<file path="src/rtl/softmax_seq_if.sv">
// softmax_seq_if: bundles every softmax_seq signal other than clk/rst.
//   slave  : the sequencer side (softmax_seq itself)
//   master : the environment (vector source, exp unit, normaliser)
// Signal groups:
//   control : start, len, busy, err_len, clamp_seen
//   input   : in_valid, in_ready, in_x
//   exp unit: exp_x (operand out), exp_res (result in)
//   output  : out_valid, out_ready, out_idx, out_exp, out_last
//   sum     : sum, sum_valid
// Handshake rule for in_* and out_*: a transfer happens on a rising edge
// where valid and ready are both high. A producer holding valid high keeps
// its payload stable until that transfer, and ready may be low for any
// number of cycles.
interface softmax_seq_if #(
   parameter int N_MAX = 16,
   parameter int AW    = $clog2(N_MAX),
   parameter int SUM_W = 32 + AW
);
   logic             start;
   logic [AW:0]      len;
   logic             in_valid;
   logic             in_ready;
   logic [16:0]      in_x;
   logic [16:0]      exp_x;
   logic [20:0]      exp_res;
   logic             out_valid;
   logic             out_ready;
   logic [AW-1:0]    out_idx;
   logic [20:0]      out_exp;
   logic             out_last;
   logic [SUM_W-1:0] sum;
   logic             sum_valid;
   logic             busy;
   logic             err_len;
   logic             clamp_seen;

   modport slave (
      input  start, len, in_valid, in_x, exp_res, out_ready,
      output in_ready, exp_x, out_valid, out_idx, out_exp, out_last,
             sum, sum_valid, busy, err_len, clamp_seen
   );

   modport master (
      output start, len, in_valid, in_x, exp_res, out_ready,
      input  in_ready, exp_x, out_valid, out_idx, out_exp, out_last,
             sum, sum_valid, busy, err_len, clamp_seen
   );
endinterface

</file>
<file path="src/rtl/softmax_seq.sv">
// softmax_seq: buffers a softmax vector, clamps each element to the exp
// unit's +/-10 range, issues one element per cycle to a shared exp unit,
// accumulates sum(man << pos) and streams the results out with indices.
// Ports:
//   clk         : clock, rising edge
//   rst         : asynchronous active-high reset
//   bus         : softmax_seq_if.slave (control, input, exp unit, output, sum)
//   dbg_state_o : current controller state (0 IDLE, 1 LOAD, 2 EXP, 3 DRAIN)
module softmax_seq #(
   parameter int N_MAX   = 16,
   parameter int AW      = $clog2(N_MAX),
   parameter int EXP_LAT = 0,
   parameter int SUM_W   = 32 + AW
) (
   input  logic        clk,
   input  logic        rst,
   softmax_seq_if.slave bus,
   output logic [1:0]  dbg_state_o
);

   typedef enum logic [1:0] {
      S_IDLE  = 2'd0,
      S_LOAD  = 2'd1,
      S_EXP   = 2'd2,
      S_DRAIN = 2'd3
   } state_t;

   state_t           state_q, state_d;
   logic [AW:0]      len_q, len_d;
   logic [AW:0]      wr_idx_q, wr_idx_d;
   logic [AW:0]      iss_idx_q, iss_idx_d;
   logic [AW:0]      cap_cnt_q, cap_cnt_d;
   logic [AW-1:0]    rd_idx_q, rd_idx_d;
   logic [SUM_W-1:0] sum_q, sum_d;
   logic             sum_valid_q, sum_valid_d;
   logic             clamp_seen_q, clamp_seen_d;
   logic             err_len_q, err_len_d;
   logic [16:0]      exp_hold_q, exp_hold_d;

   logic [16:0]      buf_q [N_MAX];
   logic [20:0]      res_q [N_MAX];

   logic             len_ok, in_hs, out_hs, issue_v, cap_v, last_w, in_clip;
   logic [AW-1:0]    cap_idx;
   logic [AW:0]      len_m1;
   logic [16:0]      in_store, exp_x_w;
   logic [4:0]       pos_sat;
   logic [SUM_W-1:0] term;

   assign len_ok  = (bus.len != '0) && (bus.len <= (AW+1)'(N_MAX));
   assign len_m1  = len_q - (AW+1)'(1);
   assign in_hs   = (state_q == S_LOAD) && bus.in_valid;
   assign out_hs  = (state_q == S_DRAIN) && bus.out_ready;
   assign issue_v = (state_q == S_EXP) && (iss_idx_q < len_q);
   assign last_w  = ((AW+1)'(rd_idx_q) == len_m1);

   // exp_x follows the buffer only while issuing; otherwise the last
   // operand is held so the exp unit input does not toggle needlessly.
   assign exp_x_w = issue_v ? buf_q[iss_idx_q[AW-1:0]] : exp_hold_q;

   // Clamp out-of-range magnitudes; fold negative zero onto +0.
   always_comb begin
      in_clip  = (bus.in_x[15:12] > 4'd10);
      in_store = bus.in_x;
      if (in_clip)
         in_store = {bus.in_x[16], 4'd10, 12'd0};
      else if (bus.in_x == 17'h10000)
         in_store = '0;
   end

   // Linearised exp term; pos above 16 saturates so a term fits in 32 bits.
   assign pos_sat = (bus.exp_res[20:16] > 5'd16) ? 5'd16 : bus.exp_res[20:16];
   assign term    = SUM_W'(bus.exp_res[15:0]) << pos_sat;

   // Delay line pairing each issued index with the exp result EXP_LAT later.
   generate
      if (EXP_LAT == 0) begin : g_comb
         assign cap_v   = issue_v;
         assign cap_idx = iss_idx_q[AW-1:0];
      end else begin : g_pipe
         logic [EXP_LAT-1:0] dl_v_q;
         logic [AW-1:0]      dl_idx_q [EXP_LAT];

         always_ff @(posedge clk or posedge rst) begin
            if (rst) begin
               dl_v_q <= '0;
               for (int i = 0; i < EXP_LAT; i++) dl_idx_q[i] <= '0;
            end else begin
               dl_v_q[0]   <= issue_v;
               dl_idx_q[0] <= iss_idx_q[AW-1:0];
               for (int i = 1; i < EXP_LAT; i++) begin
                  dl_v_q[i]   <= dl_v_q[i-1];
                  dl_idx_q[i] <= dl_idx_q[i-1];
               end
            end
         end

         assign cap_v   = dl_v_q[EXP_LAT-1] && (state_q == S_EXP);
         assign cap_idx = dl_idx_q[EXP_LAT-1];
      end
   endgenerate

   always_comb begin
      state_d      = state_q;
      len_d        = len_q;
      wr_idx_d     = wr_idx_q;
      iss_idx_d    = iss_idx_q;
      cap_cnt_d    = cap_cnt_q;
      rd_idx_d     = rd_idx_q;
      sum_d        = sum_q;
      sum_valid_d  = sum_valid_q;
      clamp_seen_d = clamp_seen_q;
      err_len_d    = 1'b0;
      exp_hold_d   = exp_x_w;

      case (state_q)
         S_IDLE: begin
            if (bus.start) begin
               if (len_ok) begin
                  len_d        = bus.len;
                  wr_idx_d     = '0;
                  iss_idx_d    = '0;
                  cap_cnt_d    = '0;
                  rd_idx_d     = '0;
                  sum_d        = '0;
                  sum_valid_d  = 1'b0;
                  clamp_seen_d = 1'b0;
                  state_d      = S_LOAD;
               end else begin
                  err_len_d = 1'b1;
               end
            end
         end
         S_LOAD: begin
            if (in_hs) begin
               wr_idx_d = wr_idx_q + (AW+1)'(1);
               if (in_clip) clamp_seen_d = 1'b1;
               if (wr_idx_q == len_m1) state_d = S_EXP;
            end
         end
         S_EXP: begin
            if (issue_v) iss_idx_d = iss_idx_q + (AW+1)'(1);
            if (cap_v) begin
               sum_d     = sum_q + term;
               cap_cnt_d = cap_cnt_q + (AW+1)'(1);
               if (cap_cnt_q == len_m1) begin
                  state_d     = S_DRAIN;
                  sum_valid_d = 1'b1;
               end
            end
         end
         S_DRAIN: begin
            if (out_hs) begin
               rd_idx_d = rd_idx_q + AW'(1);
               if (last_w) state_d = S_IDLE;
            end
         end
         default: state_d = S_IDLE;
      endcase
   end

   always_ff @(posedge clk or posedge rst) begin
      if (rst) begin
         state_q      <= S_IDLE;
         len_q        <= '0;
         wr_idx_q     <= '0;
         iss_idx_q    <= '0;
         cap_cnt_q    <= '0;
         rd_idx_q     <= '0;
         sum_q        <= '0;
         sum_valid_q  <= 1'b0;
         clamp_seen_q <= 1'b0;
         err_len_q    <= 1'b0;
         exp_hold_q   <= '0;
      end else begin
         state_q      <= state_d;
         len_q        <= len_d;
         wr_idx_q     <= wr_idx_d;
         iss_idx_q    <= iss_idx_d;
         cap_cnt_q    <= cap_cnt_d;
         rd_idx_q     <= rd_idx_d;
         sum_q        <= sum_d;
         sum_valid_q  <= sum_valid_d;
         clamp_seen_q <= clamp_seen_d;
         err_len_q    <= err_len_d;
         exp_hold_q   <= exp_hold_d;
      end
   end

   // Storage arrays carry no reset; every entry read is written first.
   always_ff @(posedge clk) begin
      if (in_hs) buf_q[wr_idx_q[AW-1:0]] <= in_store;
      if (cap_v) res_q[cap_idx] <= bus.exp_res;
   end

   assign bus.in_ready   = (state_q == S_LOAD);
   assign bus.exp_x      = exp_x_w;
   assign bus.out_valid  = (state_q == S_DRAIN);
   assign bus.out_idx    = (state_q == S_DRAIN) ? rd_idx_q : '0;
   assign bus.out_exp    = (state_q == S_DRAIN) ? res_q[rd_idx_q] : '0;
   assign bus.out_last   = (state_q == S_DRAIN) && last_w;
   assign bus.sum        = sum_q;
   assign bus.sum_valid  = sum_valid_q;
   assign bus.busy       = (state_q != S_IDLE);
   assign bus.err_len    = err_len_q;
   assign bus.clamp_seen = clamp_seen_q;
   assign dbg_state_o    = state_q;

endmodule

</file>
<file path="src/flat_wrapper.sv">
// flat-port wrapper written by rule: the top's interface ports become plain ports
module softmax_seq_flat 
#(
   parameter int N_MAX   = 16,
   parameter int AW      = $clog2(N_MAX),
   parameter int EXP_LAT = 0,
   parameter int SUM_W   = 32 + AW
)
  (clk, rst, dbg_state_o, bus_start, bus_len, bus_in_valid, bus_in_x, bus_exp_res, bus_out_ready, bus_in_ready, bus_exp_x, bus_out_valid, bus_out_idx, bus_out_exp, bus_out_last, bus_sum, bus_sum_valid, bus_busy, bus_err_len, bus_clamp_seen);
  softmax_seq_if #(.N_MAX(N_MAX), .AW(AW), .SUM_W(SUM_W)) bus_i ();
  input  logic clk;
  input  logic rst;
  output logic [1:0] dbg_state_o;
  input wire logic [$bits(bus_i.start)-1:0] bus_start;
  input wire logic [$bits(bus_i.len)-1:0] bus_len;
  input wire logic [$bits(bus_i.in_valid)-1:0] bus_in_valid;
  input wire logic [$bits(bus_i.in_x)-1:0] bus_in_x;
  input wire logic [$bits(bus_i.exp_res)-1:0] bus_exp_res;
  input wire logic [$bits(bus_i.out_ready)-1:0] bus_out_ready;
  output wire logic [$bits(bus_i.in_ready)-1:0] bus_in_ready;
  output wire logic [$bits(bus_i.exp_x)-1:0] bus_exp_x;
  output wire logic [$bits(bus_i.out_valid)-1:0] bus_out_valid;
  output wire logic [$bits(bus_i.out_idx)-1:0] bus_out_idx;
  output wire logic [$bits(bus_i.out_exp)-1:0] bus_out_exp;
  output wire logic [$bits(bus_i.out_last)-1:0] bus_out_last;
  output wire logic [$bits(bus_i.sum)-1:0] bus_sum;
  output wire logic [$bits(bus_i.sum_valid)-1:0] bus_sum_valid;
  output wire logic [$bits(bus_i.busy)-1:0] bus_busy;
  output wire logic [$bits(bus_i.err_len)-1:0] bus_err_len;
  output wire logic [$bits(bus_i.clamp_seen)-1:0] bus_clamp_seen;
  assign bus_i.start = bus_start;
  assign bus_i.len = bus_len;
  assign bus_i.in_valid = bus_in_valid;
  assign bus_i.in_x = bus_in_x;
  assign bus_i.exp_res = bus_exp_res;
  assign bus_i.out_ready = bus_out_ready;
  assign bus_in_ready = bus_i.in_ready;
  assign bus_exp_x = bus_i.exp_x;
  assign bus_out_valid = bus_i.out_valid;
  assign bus_out_idx = bus_i.out_idx;
  assign bus_out_exp = bus_i.out_exp;
  assign bus_out_last = bus_i.out_last;
  assign bus_sum = bus_i.sum;
  assign bus_sum_valid = bus_i.sum_valid;
  assign bus_busy = bus_i.busy;
  assign bus_err_len = bus_i.err_len;
  assign bus_clamp_seen = bus_i.clamp_seen;
  softmax_seq #(.N_MAX(N_MAX), .AW(AW), .EXP_LAT(EXP_LAT), .SUM_W(SUM_W)) u_core (.clk(clk), .rst(rst), .bus(bus_i), .dbg_state_o(dbg_state_o));
endmodule
</file>
<file path="config.mk">
export PLATFORM = sky130hd
export DESIGN_NAME = softmax_seq_flat
export DESIGN_NICKNAME = d
export VERILOG_FILES = /design/src/rtl/softmax_seq_if.sv /design/src/rtl/softmax_seq.sv /design/src/flat_wrapper.sv
export SDC_FILE = /design/constraint.sdc
export NUM_CORES = 1
export LEC_CHECK = 0
export ABC_CLOCK_PERIOD_IN_PS = 11300
export BUFFER_PORTS_ARGS = -buffer_cell sky130_fd_sc_hd__buf_2
export CORE_MARGIN = 2
export CORE_UTILIZATION = 65
export DETAILED_ROUTE_END_ITERATION = 8
export PLACE_DENSITY = 0.9
export SLEW_MARGIN = 30
export SYNTH_ARGS = -nofsm -noshare
export SYNTH_HDL_FRONTEND = slang
export SYNTH_SLANG_ARGS = --single-unit
</file>
<file path="constraint.sdc">
create_clock -name clk -period 11.3 [get_ports clk]
set_input_delay 3.39 -clock clk [delete_from_list [all_inputs] [get_ports clk]]
set_output_delay 3.39 -clock clk [all_outputs]
set_load 0.05 [all_outputs]
</file>
==> results by group <==
Drt
  – Routed length on met1: 27,870 µm
  – Final Routed Wirelength: 81,130 µm
  – Per-cell routed wire length: 32.38 µm
  – Met2 wire length: roughly 40,000 µm
  – Count of unresolved DRC violations after routing: 0
  – Count of TritonRoute iterations in the first routing pass: 6
  – Total via count after detailed routing: 18,260
  – Vias per cell: ~7.3
  – Highest Signal Layer: met5
  – Initial DRC Count: 2,996
  – Routed Antenna Nets: 0
  – DR WL met3: 9290 µm

Critical path
  – Max Fanout on Critical Path: 60
  – Cell-by-cell listing of the critical path: buf_2 -> buf_4 -> nor2b_1 -> buf_4 -> mux2i_1 -> nor2_1 -> a31oi_1 -> nor2_1 -> a21oi_1 -> nor3_1 -> ha_1 -> a2111oi_0 -> o21a_1 -> o21ai_0 -> a21oi_1 -> a31oi_1 -> a21oi_1 -> xor2_1 -> o21ai_0
  – Required time reported for the critical path endpoint: between 10,000 and 15,000 ps
  – Worst setup EP type: flop
  – Largest stage delay on the critical path: 430 ps
  – Slowest-stage cell, CP: a21oi_1
  – Most frequent CP cell: a21oi_1
  – Type of element launching the critical path: input port
  – Endpoint arrival time on the critical path: between 8000 and 9000 ps
  – Critical Setup Path Class: input port to flop

Min path
  – Hold WC Path Type: flop to flop

Logic synthesis
  – Cell type contributing the most total cell area after synthesis: edfxtp_1
  – Proportion of synthesized flip-flops having asynchronous set or reset: a little under an eighth
  – Portion of synthesized cell area occupied by the leading cell type: about three fifths
  – Cell Area, Synth: 29,930 µm²
  – Post-synthesis instance total: 1,712
  – Flops & latches, synth: 690
  – Count of flip-flops with a built-in enable after synthesis: 608
  – Top post-synthesis cells by area: edfxtp_1, mux4_2, dfrtp_1
  – Synth warn: 0
  – Most common flop cell mapped by yosys: edfxtp_1
  – Portion of the post-synthesis area used by sequential elements: 67.86%
  – Mean area per synthesized cell: 17.48 µm²
  – Unique cell type count in the Yosys netlist: 69

Place
  – Detailed placer's ending HPWL: 43,690 µm
  – IO Port Bufs: between 100 and 150
  – Placed cell area: 31,290 µm²
  – Routability-driven placement congestion ratio: slightly below 1

STA
  – Slew Limit Fails: 0
  – Count of final setup violators: 0
  – RSZ-0062 raised after global routing: false
  – Post-Route Skew: 37.47 ps
  – Final sum of negative setup slack: 0 ps
  – Final worst-path cycle share: between 60% and 70%
  – Transition time of the tightest slew-check pin: 1005 ps
  – Peak Freq: approximately 0.13 GHz
  – Min cycle time layout: approximately 7600 ps
  – Count of final hold-check violations: 0
  – Relative slew slack: about a third

Final layout
  – Post-route cell area: 33,560 µm²
  – Final-layout fill cell count: 2,436
  – Multi-input gate area: 9279 µm²
  – Area growth, synth to finish: 12.13%
  – Final design utilization: 73.95%
  – Final nets: about 2,000
  – Most frequent standard cell in the layout excluding fill and tap cells: edfxtp_1
  – Commonest non-fill, non-tap cells in the layout: edfxtp_1, mux4_2, buf_2, nand2_1, dfrtp_1
  – Ratio of cells with drive above 1 in the final layout: 27.52%
  – Combined flip-flop and latch cell area: 20,330 µm²

Power and ir drop
  – Net load switching power: 2.905 mW
  – Register share of total power: 40.1%
  – Internal: approximately 5.2 mW
  – Switching part of the total: 35.66%
  – Reported leakage power: between 10 and 15 nW
  – Share of total power in the clock network: 27.5%
  – Total power density per cell area: 242.7 nW/µm²
  – IR Drop Worst-Case VDD: 0.2942 mV
  – Proportion of power drawn by combinational gates: 32.4%

Clock network
  – Clock tree from TritonCTS: yes
  – Clock buffers created by TritonCTS: 67
  – Quantity of hold-fixing buffers added after cts: 0
  – CTS clk-pin slew, worst paths: about 70 ps
  – Max Buffers Root-to-Sink: 3
  – Root buffer cell: clkbuf_16
  – Cts repair resizes: 0
  – TritonCTS sink count: 690
  – Total number of H-tree levels: 3
  – Latest clock arrival within the worst-skew pair: 630 ps
  – Post-CTS Setup Bufs: 0

Floorplanning
  – I/O pins: 135
  – Row count: 78
  – Initial core utilization: 65.95%
  – Core footprint: around 45,000 µm²
  – Full die area: 47,780 µm²
  – Die height: 218.6 µm
  – Die X-Extent: 218.6 µm

Global route
  – Largest net degree at the start of global routing: 74
  – Vias in the first global route: between 15,000 and 20,000
  – Initial antenna violation count: 3
  – Grt total ovfl: 0
  – Global-route wire length before repair: 118,500 µm
  – GR Util All Layers: 34.76%

Status
  – Result of the run: finished clean

Run
  – Max-cap violations: 0
registers in the layout, indices dropped and copies added, names as in the netlist, 5 cells and up:
register,cells
u_core.exp_hold_q,17
u_core.bus.sum,36
u_core.cap_cnt_q,5
u_core.len_q,5
u_core.res_q,336
u_core.buf_q,272
u_core.iss_idx_q,5
u_core.wr_idx_q,5
stage by stage:
| step | hold WS, ps | total power [mW] | setup WS, ps | std cells |
|---|---|---|---|---|
| 2_1_floorplan | 479.4 | 5.161 | 4101 | 1714 |
| 5_1_grt | 520.2 | 8.369 | 3529 | 2506 |
| 3_3_place_gp | 464.9 | 5.724 | 3525 | 2376 |
| 6_report | 500.1 | 8.146 | 3696 | 2506 |
| 4_1_cts | 498.9 | 8.106 | 3817 | 2500 |
| 3_5_place_dp | 492.6 | 5.840 | 3373 | 2376 |
cell usage after synthesis (4+ instances only):
library cell and n:
o21a_1 7, nor2_1 67, edfxtp_1 608, ha_1 54
nor4_1 7, mux2i_1 37, o31ai_1 7, dfrtp_1 82
nor3_1 23, a31oi_1 5, nand4_1 4, nand2b_1 12
xnor2_1 24, buf_1 13, or3_1 8, nand3_1 26
a22o_1 14, a21o_1 18, nand2_1 91, xor2_1 18
o21ai_0 69, nor2b_1 6, inv_1 32, a32o_1 6
clkbuf_1 58, o22a_1 4, buf_2 16, and2_1 56
a211oi_1 10, a21oi_1 53, mux4_2 190, mux2_2 24
critical path, delay by kind of cell:
| kind | cells | cell delay, ps |
|---|---|---|
| adders and majority gates | 1 | 390 |
| buffers and inverters | 3 | 710 |
| AOI/OAI and AO/OA | 9 | 2560 |
| xor gates and xnor gates | 1 | 220 |
| muxes | 1 | 310 |
| and+or+nand+nor | 4 | 440 |
worst paths after layout:
check	cells past startpoint	start	slack, ps	to
worst min register to register	1	u_core.exp_hold_q[2]	500	u_core.exp_hold_q[2]
worst max register to register	10	u_core.iss_idx_q[1]	6900	u_core.res_q[13][2]
worst min-delay path	1	u_core.exp_hold_q[2]	500	u_core.exp_hold_q[2]
max in group asynchronous	3	rst	7210	u_core.iss_idx_q[3]
min in group asynchronous	2	rst	2880	u_core.dbg_state_o[1]
worst max-delay path	19	bus_exp_res[20]	3700	u_core.bus.sum[29]
per-layer routing:
metal  vias up  track usage (%)
li1       7154                -
met1      9093            46.21
met3       323            6.347
met5         -                0
met2      1687            56.47
met4         2            16.46
logic make-up after synthesis:
family | after synthesis | synth area share (%)
AO/OA/AOI/OAI | 238 | 5.414
XOR/XNOR | 42 | 1.229
adder cells (fa/ha/maj) | 55 | 2.324
buffers and inverters | 123 | 1.651
flip-flops | 690 | 67.86
multiplexers | 251 | 16.44
other | 1 | 0.01253
AND/OR/NAND/NOR | 312 | 5.075
power by group through the flow:
stage | Sequential, mW | Clock [mW] | Combinational [mW]
final | 3.27 | 2.24 | 2.64
after global routing | 3.29 | 2.32 | 2.76
after CTS | 3.26 | 2.24 | 2.61
after detailed placement | 3.31 | 0 | 2.53
after global placement | 3.28 | 0 | 2.44
after floorplan | 3.28 | 0 | 1.88
layout make-up:
class	count	area share (%)
flip-flops and latches	690	60.57
clock buffers	88	5.480
well taps	600	2.237
multi-input cells	901	27.65
inverters	32	0.3616
repair buffers	157	2.751
diodes	2	0.01491
clock inverters	36	0.9320
Note: power is estimated with default switching activity, not from simulation.
